File: src/rtl/serial_add_ctrl.sv
// serial_add_ctrl: bit-serial adder controller.
// One full-adder slice is reused over WIDTH clock edges. Each edge adds one
// bit, LSB first. The sum/cout result registers update only when the
// operation completes.
module serial_add_ctrl #(
  parameter int WIDTH = 8
) (
  input  logic             clk,
  input  logic             rst,
  input  logic             start,
  input  logic [WIDTH-1:0] a,
  input  logic [WIDTH-1:0] b,
  input  logic             cin,
  output logic             busy,
  output logic             done,
  output logic [WIDTH-1:0] sum,
  output logic             cout
);

  localparam int            CW   = $clog2(WIDTH) + 1;
  localparam logic [CW-1:0] LAST = CW'(WIDTH - 1);

  typedef enum logic {
    IDLE = 1'b0,
    RUN  = 1'b1
  } state_t;

  state_t           state;
  logic [WIDTH-1:0] a_sh;
  logic [WIDTH-1:0] b_sh;
  logic [WIDTH-1:0] ps;
  logic [WIDTH-1:0] ps_next;
  logic             carry;
  logic             s_bit;
  logic             c_bit;
  logic [CW-1:0]    cnt;

  // Shared full-adder bit slice: returns {carry, sum}
  function automatic logic [1:0] fa_slice(input logic x, input logic y, input logic ci);
    return {(x & y) | (x & ci) | (y & ci), x ^ y ^ ci};
  endfunction

  // Slice evaluation and next partial sum (new bit enters at the MSB)
  always_comb begin
    {c_bit, s_bit}   = fa_slice(a_sh[0], b_sh[0], carry);
    ps_next          = ps >> 1;
    ps_next[WIDTH-1] = s_bit;
  end

  assign busy = (state == RUN);

  // FSM, datapath shifters and registered result; done is a one-cycle pulse
  always_ff @(posedge clk or posedge rst) begin
    if (rst) begin
      state <= IDLE;
      a_sh  <= '0;
      b_sh  <= '0;
      ps    <= '0;
      carry <= 1'b0;
      cnt   <= '0;
      sum   <= '0;
      cout  <= 1'b0;
      done  <= 1'b0;
    end else begin
      done <= 1'b0;
      case (state)
        IDLE: begin
          if (start) begin
            a_sh  <= a;
            b_sh  <= b;
            carry <= cin;
            ps    <= '0;
            cnt   <= '0;
            state <= RUN;
          end
        end
        RUN: begin
          a_sh  <= a_sh >> 1;
          b_sh  <= b_sh >> 1;
          ps    <= ps_next;
          carry <= c_bit;
          cnt   <= cnt + CW'(1);
          if (cnt == LAST) begin
            sum   <= ps_next;
            cout  <= c_bit;
            done  <= 1'b1;
            state <= IDLE;
          end
        end
        default: state <= IDLE;
      endcase
    end
  end

endmodule
File: config.mk
export PLATFORM = sky130hd
export DESIGN_NAME = serial_add_ctrl
export DESIGN_NICKNAME = d
export VERILOG_FILES = /design/src/rtl/serial_add_ctrl.sv
export SDC_FILE = /design/constraint.sdc
export NUM_CORES = 1
export LEC_CHECK = 0
export CORE_MARGIN = 2
export CORE_UTILIZATION = 25
export DETAILED_ROUTE_END_ITERATION = 10
export GPL_ROUTABILITY_DRIVEN = 0
export GPL_TIMING_DRIVEN = 1
export SLEW_MARGIN = 15
export SYNTH_ARGS = -nofsm -noshare
export SYNTH_HDL_FRONTEND = slang
export SYNTH_SLANG_ARGS = --single-unit
File: constraint.sdc
create_clock -name clk -period 1.2 [get_ports clk]
set_input_delay 0.24 -clock clk [delete_from_list [all_inputs] [get_ports clk]]
set_output_delay 0.24 -clock clk [all_outputs]
set_load 0.1 [all_outputs]
* Word-level counts from Yosys, hierarchy flattened *
Cells that the tools add are included.

operators by class
  muxes and demuxes = 15
  reduce and logical (&&, ||, !) cells = 1
  bitwise gates (word level) = 8
  equality and inequality tests = 2
  $add $sub $neg = 1

operator list
  kind                 number
  $pmux 8 s2           3
  $mux 8               3
  $pmux 4 s2           1
  $mux 1               5
  $add 4x1->4 const B  1
  $eq 4x3->1 const B   1
  $mux 4               1
  $pmux 1 s2           2
  $and 1x1->1          3
  $ne 2x2->1 const B   1
  $or 1x1->1           2
  $reduce_and 2->1     1
  $xor 1x1->1          2
  $not 1->1            1

word-level totals
  flip-flop bits (word level) = 40
  bits of input ports = 20

* Longest topological paths before layout *
  depth after elaboration = 4
  mapped depth = 5

* Worst setup path after synthesis *
Ideal clock, no wire load.

  path kind = register -> register
  start point = register state, in the netlist busy
  end point = register cout
  path buffers = 1
  cell stages (with the launch flop) = 4
  setup slack = -0.584 ns
  required time = 1.074 ns
  period minus slack after synthesis = 1.784 ns
  arrival time = 1.658 ns
  cells stage by stage = dfrtp_1 > buf_4 > nand4b_4 > mux2_2

between the ends
  longest elaborated chain between the ends = 1

RTL lines
  element                     line  RTL
  from (decl)                 28    state_t state;
  from (signal assigned)      55    state <= IDLE;
  from (signal assigned)      74    state <= RUN;
  from (signal assigned)      87    state <= IDLE;
  $reduce_and 2->1 (no line)  --
  to (signal assigned)        85    cout <= c_bit;
  to (decl)                   17    output logic cout

Every way passes these cells.
A chain may end at the register's enable or synchronous reset.

* Worst setup path after layout *
  start point = register state, in the netlist busy
  end point = output busy

RTL lines
  element    line  RTL
  to (decl)  14    output logic busy,

No word-level cell between the ends.

==> results by group <==
Run status
  – Status: finished with violations
  – Failing checks: negative setup slack

Global route
  – Largest net degree at the start of global routing: 40
  – Total Routing Usage GR: 10.1%
  – First-pass GRT wire length: 5930 microns
  – GRT overflow: 0
  – Antenna violations before repair: 0
  – Vias in the first global route: 1,227

Clocking
  – CTS Sinks: 39
  – CTS Buf Count: 5
  – TritonCTS clock tree: yes
  – Clock Latency Late Sink: 0.29 ns
  – Worst-path clk slew: 0.08 ns
  – H-tree Lvls: 2
  – CTS Buffer Depth: 2
  – Clk root buf: clkbuf_8

Worst setup path
  – CP delay by family, top: flip-flops
  – Worst r2r src: carry
  – Worst-path cell chain: buf_6, buf_12
  – Buf+Inv Stages, Crit Path: 2
  – Crit-path max FO: 2
  – CP arrival: 1.06 ns
  – Startpoint types: register
  – Reg-to-reg critical path endpoint: sum[7]
  – Reg2Reg Depth: 2
  – CP endpoint kind: primary output
  – Crit path depth: 2
  – CP required: 0.96 ns
  – Setup CP Type: register to primary output
  – CP peak stage delay: 0.49 ns
  – Worst-path cell with the longest stage delay: dfrtp_4
  – Flop-to-flop setup slack: -0.08 ns

Drt
  – Residual DRC: 0
  – WL per Instance: 12.2 microns
  – Final ANT Viol Nets: 0
  – First-pass DRT Iterations: 4
  – Vias: 1,161
  – Max Used Layer: met4
  – Met1 wire length: 1600 microns
  – Routed wl met2: 1480 microns
  – DR WL met3: 157 microns
  – DR vias/cell: 4.32
  – Drt total wl: 3300 microns
  – DR iter-0 viols: 68

Yosys
  – Synth Register Bits: 39
  – Synth cell types: 18
  – Synth warn: 0
  – Synth area leader: dfrtp_1
  – Mapped Area: 1690 sq um
  – Top cells by area, synth: dfrtp_1, mux2i_1, o21ai_0, mux2_2, nand2_1
  – Area share of the largest cell type after synthesis: 57.8%
  – Mapped Nets: 168
  – Synth Area per Inst: 11.6 sq um
  – Cells after synthesis: 146
  – Seq/Total Area, Yosys: 57.8%

Floorplan
  – Die X: 86.2 microns
  – Num rows: 29
  – Number of I/O pins: 31
  – Initial core utilization: 26.2%
  – Die height: 86.2 microns
  – Placeable Area: 6460 sq um
  – Die Area: 7430 sq um

Timing
  – Period utilization: 108%
  – Final setup viols: 11
  – Max frequency: 0.772 GHz
  – Final hold viol count: 0
  – Fin Setup TNS: -0.457 ns
  – RSZ-0062 raised after global routing: yes
  – Slew @ Worst Pin: 0.270 ns
  – Fin crit period: 1.30 ns
  – Relative slew margins: 82.0%
  – Max Slew Vio Count: 0
  – Skew final: 0.0102 ns
  – Final WS setup: -0.0954 ns

Power
  – Overall power: 6.70 mW
  – Max IR drop VDD: 0.000813 V
  – LEAKAGE: 1.14 nW
  – P per Cell Area: 2700 nW/um^2

Finish
  – Layout Cells excl Fill: 269
  – Nets: 213
  – Area grow syn2layout: 46.7%
  – Share of layout cells above drive strength 1: 25.5%
  – Fillcell total: 649
  – Ant diodes: 0

Hold path
  – Type of the most critical hold path: input port to asynchronous set/reset pin

Placement
  – Dpl cells: 256
  – Detail Placement HPWL: 2090 microns
  – Port Buf Inserts: 30

Flow run
  – Max_cap viols: 0
==> flip-flops by register name, indices dropped and copies added, names as in the netlist <==
register  count
a_sh          8
b_sh          8
sum           8
ps            7
cnt           4
busy          1
carry         1
cout          1
done          1
==> final cells by class <==
class / count / area (sq um) / share of cell area (%)
clock buffers: 7 / 86.3 / 3.48
clock inverters: 1 / 5.00 / 0.202
inverters: 2 / 7.51 / 0.303
multi-input cells: 97 / 699 / 28.2
flip-flops and latches: 39 / 980 / 39.5
well taps: 77 / 96.3 / 3.89
repair buffers: 46 / 604 / 24.4
==> metal layers <==
| metal | vias to the layer above | global-route usage [%] |
|---|---|---|
| li1 | 585 | - |
| met1 | 541 | 14.1 |
| met2 | 29 | 15.1 |
| met3 | 6 | 3.05 |
| met4 | 0 | 3.41 |
| met5 | - | 0 |
==> placed cells by master, fill, tap and decap left out, types with 2 or more instances in the layout <==
| master | synthesis | layout |
|---|---|---|
| dfrtp_1 | 39 | 38 |
| nand2_1 | 24 | 24 |
| o21ai_1 | 0 | 21 |
| clkdlybuf4s50_1 | 0 | 19 |
| mux2i_1 | 17 | 17 |
| buf_12 | 0 | 14 |
| nand2b_1 | 9 | 9 |
| buf_4 | 3 | 9 |
| mux2_2 | 10 | 8 |
| clkbuf_8 | 0 | 6 |
| o21ai_0 | 26 | 5 |
| nor2_1 | 4 | 3 |
| buf_6 | 1 | 3 |
| nand4b_4 | 1 | 2 |
| inv_1 | 2 | 2 |
| mux2_4 | 0 | 2 |
==> metrics by stage <==
step | hold slack, ns | worst slack [ns] | utilization (%) | instance area [sq um]
after global routing | 0.328 | -0.130 | 38.4 | 2480
after CTS | 0.308 | -0.103 | 37.8 | 2440
final | 0.298 | -0.0954 | 38.4 | 2480
after detailed placement | 0.478 | -0.192 | 35.3 | 2280
after global placement | 0.468 | -0.177 | 35.3 | 2280
after floorplan | 0.396 | -0.199 | - | 1720
==> worst min-delay path: cells and delay by family <==
kind | cells | cell delay (ns)
buffers and inverters | 3 | 0.72
==> cell families (layout without fill, tap and decap cells) <==
family / Yosys count / after routing / share of synthesized area, %
buffers and inverters: 11 / 56 / 3.85
and+or+nand+nor: 41 / 42 / 12.0
adders and majority gates: 2 / 2 / 1.93
AOI/OAI and AO/OA: 26 / 26 / 7.70
DFF: 39 / 39 / 57.8
muxes: 27 / 27 / 16.7
==> timing repair <==
action	in CTS	in global routing
endpoints found under the setup margin	10	33
setup buffers	1	2
hold buffers	0	0
pin swaps	0	5
gates resized for setup	4	20
gates cloned	2	0
==> power by group <==
| group | switching (mW) | leakage, nW | internal, mW |
|---|---|---|---|
| registers | 0.418 | 0.512 | 1.83 |
| logic | 1.94 | 0.581 | 1.60 |
| clock network | 0.445 | 0.0482 | 0.464 |
==> how the worst max path moves through the flow <==
stage          slack (ns)  endpoint  startpoint
3_5_place_dp        -0.19    cnt[0]       start
4_1_cts             -0.10    cnt[2]        busy
2_1_floorplan       -0.20      cout        busy
5_1_grt             -0.13    sum[7]       carry
6_report             -0.1      busy        busy
3_3_place_gp        -0.18    cnt[0]       start
==> Yosys cell counts (all sizes together) <==
cell	n
buf	8
clkbuf	1
dfrtp	39
fa	1
ha	1
inv	2
mux2	10
mux2i	17
nand2	24
nand2b	9
nand3	1
nand4	1
nand4b	1
nor2	4
nor2b	1
o21ai	26
Note: power is estimated with default switching activity, not from simulation.
